[src/rtl/register_arbiter.sv]
// Writeback arbiter with a register scoreboard: grants one writeback per cycle onto a
// registered register-file write port and tracks pending destinations. Define
// REGISTER_ARBITER_RR_EN for round-robin grant; otherwise the lowest index wins.
module register_arbiter #(
  parameter int NREQ = 3
) (
  input  logic                 clk,
  input  logic                 rst,
  input  logic [NREQ-1:0]      req_valid,
  input  logic [NREQ*5-1:0]    req_addr,
  input  logic [NREQ*32-1:0]   req_data,
  output logic [NREQ-1:0]      req_ready,
  input  logic                 iss_valid,
  input  logic [4:0]           iss_addr,
  output logic                 iss_ready,
  input  logic [4:0]           raddr1,
  input  logic [4:0]           raddr2,
  output logic                 haz1,
  output logic                 haz2,
  input  logic                 flush,
  output logic                 wren,
  output logic [4:0]           waddr,
  output logic [31:0]          wdata
);

  logic [NREQ-1:0] grant;
  logic            found;
  logic            xfer;
  logic [4:0]      sel_addr;
  logic [31:0]     sel_data;
  logic [31:0]     busy;
  logic [31:0]     busy_next;

`ifdef REGISTER_ARBITER_RR_EN
  logic [1:0]      ptr;
  logic [1:0]      gidx;

  // Search begins one past the last granted requester and wraps around.
  always_comb begin
    grant = '0;
    found = 1'b0;
    for (int k = 1; k <= NREQ; k++) begin
      if (!found && req_valid[(int'(ptr) + k) % NREQ]) begin
        grant[(int'(ptr) + k) % NREQ] = 1'b1;
        found = 1'b1;
      end
    end
  end

  always_comb begin
    gidx = '0;
    for (int i = 0; i < NREQ; i++) begin
      if (grant[i]) gidx = 2'(i);
    end
  end

  always_ff @(posedge clk or negedge rst) begin
    if (!rst) begin
      ptr <= 2'(NREQ - 1);
    end else if (xfer) begin
      ptr <= gidx;
    end
  end
`else
  always_comb begin
    grant = '0;
    found = 1'b0;
    for (int i = 0; i < NREQ; i++) begin
      if (!found && req_valid[i]) begin
        grant[i] = 1'b1;
        found    = 1'b1;
      end
    end
  end
`endif

  assign req_ready = flush ? '0 : grant;
  assign xfer      = |req_ready;

  always_comb begin
    sel_addr = '0;
    sel_data = '0;
    for (int i = 0; i < NREQ; i++) begin
      if (grant[i]) begin
        sel_addr = req_addr[5*i +: 5];
        sel_data = req_data[32*i +: 32];
      end
    end
  end

  // Bit 0 is never set, so x0 reads as ready and hazard-free without special casing.
  assign iss_ready = !flush && !busy[iss_addr];
  assign haz1      = busy[raddr1];
  assign haz2      = busy[raddr2];

  // Clear from the writeback first so a same-edge issue to that index wins.
  always_comb begin
    busy_next = busy;
    if (wren) busy_next[waddr] = 1'b0;
    if (iss_valid && iss_ready && iss_addr != 5'd0) busy_next[iss_addr] = 1'b1;
    busy_next[0] = 1'b0;
  end

  always_ff @(posedge clk or negedge rst) begin
    if (!rst) begin
      busy  <= '0;
      wren  <= 1'b0;
      waddr <= '0;
      wdata <= '0;
    end else if (flush) begin
      busy  <= '0;
      wren  <= 1'b0;
    end else begin
      busy <= busy_next;
      if (xfer) begin
        wren  <= (sel_addr != 5'd0);
        waddr <= sel_addr;
        wdata <= sel_data;
      end else begin
        wren  <= 1'b0;
      end
    end
  end

endmodule
[config.mk]
export PLATFORM = sky130hd
export DESIGN_NAME = register_arbiter
export DESIGN_NICKNAME = d
export VERILOG_FILES = /design/src/rtl/register_arbiter.sv
export SDC_FILE = /design/constraint.sdc
export NUM_CORES = 1
export LEC_CHECK = 0
export CORE_MARGIN = 2
export CORE_UTILIZATION = 48
export DETAILED_ROUTE_END_ITERATION = 8
export DONT_BUFFER_PORTS = 1
export PLACE_DENSITY_LB_ADDON = 0.05
export RECOVER_POWER = 25
export SLEW_MARGIN = 25
export SYNTH_ARGS = -nofsm -noshare
export SYNTH_HDL_FRONTEND = slang
export SYNTH_SLANG_ARGS = --single-unit
[constraint.sdc]
create_clock -name clk -period 6.2 [get_ports clk]
set_input_delay 1.24 -clock clk [delete_from_list [all_inputs] [get_ports clk]]
set_output_delay 1.24 -clock clk [all_outputs]
set_load 0.02 [all_outputs]
# Yosys cells after proc, flatten, opt, wreduce, memory -nomap -nowiden

Cells that the tools add are included.

Magnitude comparators: 6
Multiplexer cells: 26
Bitwise logic cells: 4
Reductions and logical operators: 15

Operator list:

| kind               | count |
|---|---|
| $mux 32            | 6 |
| $and 32x32->32     | 1 |
| $not 32->32        | 1 |
| $or 32x32->32      | 1 |
| $lt 5x6->1 const B | 4 |
| $bmux 1 s5         | 3 |
| $mux 5             | 3 |
| $mux 1             | 11 |
| $demux 1 s5        | 2 |
| $ge 5x1->1 const B | 2 |
| $reduce_bool 5->1  | 2 |
| $logic_and 1x1->1  | 7 |
| $logic_not 1->1    | 4 |
| $mux 3             | 1 |
| $reduce_or 3->1    | 1 |
| $reduce_and 2->1   | 1 |
| $not 1->1          | 1 |

Bits in registers: 70
Input bits: 133
Output and inout bits: 44
Logic and storage cells: 55

# Logic depth before layout (Yosys ltp)

Word-level depth: 11
Mapped depth: 7
Depth with buffers taken out: 4

# Worst setup path before layout

OpenSTA, ideal clock, no wires.

Path type: input to output
From: input port iss_addr[1]
To: output port iss_ready
Data arrival time: 2,953 ps
Required time: 4,960 ps
Setup slack: 2,007 ps
Cell stages on the path: 6
Path buffers: 2
Path through: clkbuf_1 buf_2 mux4_2 mux2i_1 o221ai_1 nor4_1

Cells in the longest elaborated chain, start to end: 4

RTL lines:

| what                         | RTL line | RTL |
|---|---|---|
| start: declaration           | 14       | `input logic [4:0] iss_addr,` |
| $bmux 1 s5                   | 92       | `assign iss_ready = !flush && !busy[iss_addr];` |
| $mux 1 (implied by the code) | 92       |  |
| $logic_not 1->1              | 92       |  |
| $logic_and 1x1->1            | 92       |  |
| end: declaration             | 15       | `output logic iss_ready,` |

No other way between the ends. The select of a mux whose other input is x is not followed.

# Worst setup path in the final report

From: input port iss_addr[0]
To: output port iss_ready

Same word-level chain as after synthesis.

==> impl_metrics.py <==
metrics = {
    "final_layout": {
        "fill_cells": 859,
        "fin_cells": 616,
        "area_growth_pct": 4.39,
        "final-seq-area_um2": 1730,
        "drive_gt1_share_pct": 10.3,
        "diodes": 0,
        "multi_input_area_um2": 2680,
        "final_util_pct": 51.8,
        "stdcell_area_um2": 4790,
        "layout.nets": 615,
    },
    "clock_tree": {
        "post_cts_buffers": 0,
        "cts.sinks": 69,
        "htree_levels": 3,
        "clock_path_buffers": 2,
        "cts_made_buffers": 9,
        "postCtsHoldBufs": 0,
        "root_buffer": "clkbuf_8",
        "clk_latency_ps": 350,
        "cts_resized": 0,
        "cts_tree": "done",
        "clk_pin_slew_ps": 80,
    },
    "sta": {
        "tightest_slew_ps": 990,
        "slew_viol_final": 0,
        "hold_viol_final": 0,
        "max_freq_mhz": 243,
        "maxSlewHeadroom_pct": 33.4,
        "setup_tns_ps": 0,
        "clock_skew_ps": 11.1,
        "period_minus_slack_ps": 4110,
        "fin_crit_sh_pct": 66.3,
        "finalSetupViolCount": 0,
        "rsz0062_at_grt": "false",
    },
    "worst_setup_path": {
        "cp.required_ps": 4960,
        "path_cells": "mux4_2 > mux2i_1 > o221ai_1 > nor4_1",
        "end_kind": "primary output",
        "crit_family": "simple AND/OR/NAND/NOR gates",
        "r2r_slack_ps": 4420,
        "slowest_stage": "nor4_1",
        "arrival_ps": 2870,
        "critPathBufInv": 0,
        "crit_type": "input pin to primary output",
        "start_kind": "input pin",
        "cpPeakStageDelay_ps": 850,
        "cp_max_fo": 13,
    },
    "route": {
        "wl_um": 13100,
        "ant_nets": 0,
        "dr.pass1.iters": 5,
        "drt-vias-per-instance": 6.34,
        "vias": 3903,
        "wl_met1_um": 5380,
        "top_layer_used": "met4",
        "wl_met3_um": 961,
        "wl_met2_um": 6440,
        "drt_iter0_markers": 219,
        "wl_per_cell_um": 21.3,
        "route.detailed.drc": 0,
    },
    "yosys": {
        "yosys-mux-area-fraction_pct": 15.3,
        "yosysSeqAreaShare_pct": 37.7,
        "ys_warn_count": 0,
        "synth_top_family_by_area": "simple AND/OR/NAND/NOR gates",
        "synth.distinct_cells": 33,
        "synthArstFlopShare_pct": 100,
        "ys_ff_latch": 69,
        "synth_edf_count": 0,
        "synth_nets": 649,
        "yosys.area_share.adder_pct": 0,
        "syn_inst": 516,
        "synth_xor_area_share_pct": 0,
        "synth-compound-area-share_pct": 18.0,
        "synth_flop_cell": "dfrtp_1",
        "syn_avg_cell_area_um2": 8.88,
        "synthesis.area_um2": 4580,
        "yosys.area_share.simple_pct": 25.2,
    },
    "status": {
        "status": "completed",
    },
    "floorplanning": {
        "core_um2": 9240,
        "die_area_um2": 10300,
        "placementRows": 35,
        "die_h_um": 102,
        "initial_core_util_pct": 49.6,
        "ioPinCount": 177,
        "fp.dieW_um": 102,
    },
    "pwr": {
        "p_per_area_nw_per_um2": 225,
        "peakVddDrop_mv": 0.122,
        "p_leak_nw": 1.81,
    },
    "global_routing": {
        "grt_use_total_pct": 25.2,
        "grt_pass1_wl_um": 19800,
        "grt_pass1_vias": 3684,
        "antenna_found_initial": 0,
        "grt_max_degree": 76,
        "overflow": 0,
    },
    "placed_design": {
        "dpl-instance-area_um2": 4570,
        "dp_hpwl_um": 9490,
        "gp_congestion": 0.928,
        "io_buffers": 0,
        "place_inst": 600,
    },
    "flow_run": {
        "cap_violations": 0,
    },
    "hold_path": {
        "min_path_type": "input pin to async pin",
    },
}
## registers in the layout, summed over array words and instances, names as in the netlist
| name | cells |
|---|---|
| wren | 1 |
| waddr | 5 |
| busy | 31 |
| wdata | 32 |
## metal layers
metal  track usage (%)  up-vias
met1              32.0     1878
met3              5.52       25
li1                  -     1802
met5                 0        -
met2              41.6      198
met4              10.6        0
## cell usage after synthesis (2+ instances only)
master,number,area [um2]
nor3_1,2,10.0
clkbuf_1,36,135
nand2_1,90,338
nor4_1,2,12.5
a21oi_1,64,320
mux2i_1,8,80.1
nand4b_1,2,17.5
buf_1,5,18.8
nand2b_1,3,18.8
nand3_1,5,25.0
nor2_1,5,18.8
or2_2,2,12.5
a221oi_1,2,17.5
a31oi_1,5,31.3
nor2b_1,23,144
buf_2,4,20.0
nand3b_1,60,450
and3b_1,2,17.5
mux2_2,7,78.8
o21ai_0,69,345
or3b_2,2,17.5
dfrtp_1,69,1730
nor3b_1,6,45.0
mux4_2,24,541
o31ai_1,11,82.6
## final timing paths
| path | start | depth (start not counted) | to |
|---|---|---|---|
| max reg2reg | busy[8] | 3 | busy[10] |
| min | rst | 0 | busy[28] |
| max in group asynchronous | rst | 0 | busy[1] |
| max | iss_addr[0] | 4 | iss_ready |
| min reg2reg | busy[16] | 2 | busy[16] |
| min in group clk | busy[16] | 2 | busy[16] |
## power breakdown
group	total [W]	switching (W)	internal [W]
sequential	0.000566	0.0000830	0.000483
combinational	0.000115	0.0000572	0.0000577
clock	0.000395	0.000176	0.000218
## through the flow
stage	hold slack [ps]	setup slack [ps]	total power, W
6_report	577	2090	0.00108
5_1_grt	560	1970	0.00112
4_1_cts	562	2110	0.00108
3_5_place_dp	561	2110	0.000689
3_3_place_gp	559	2130	0.000687
2_1_floorplan	503	2010	0.000678
## cells in the final DEF, fill, tap and decap left out, types with 2 or more instances in the layout
cell type,n
o21ai_0,69
clkbuf_8,12
or3b_2,2
nor2b_1,23
nand3_1,5
nor2_1,5
a31oi_1,5
and3b_1,2
a221oi_1,2
dfrtp_1,69
nor4_1,2
nor3_1,2
nand4b_1,2
nand3b_1,60
nand2b_1,3
o31ai_1,11
mux2i_1,8
a21oi_1,64
mux4_2,24
nor3b_1,6
nand2_1,90
mux2_2,7
## final cells by class
cell class | count | share of cell area (%)
Multi-Input combinational cell | 401 | 56.1
Tap cell | 129 | 3.37
Clock inverter | 3 | 0.889
Inverter | 1 | 0.0784
Sequential cell | 69 | 36.1
Clock buffer | 13 | 3.53
## logic make-up (layout without fill, tap and decap cells)
| logic type | Yosys count | in the layout |
|---|---|---|
| buffers and inverters | 46 | 17 |
| flip-flops | 69 | 69 |
| AND/OR/NAND/NOR | 208 | 208 |
| AO/OA/AOI/OAI | 154 | 154 |
| multiplexers | 39 | 39 |
Note: power is estimated with default switching activity, not from simulation.
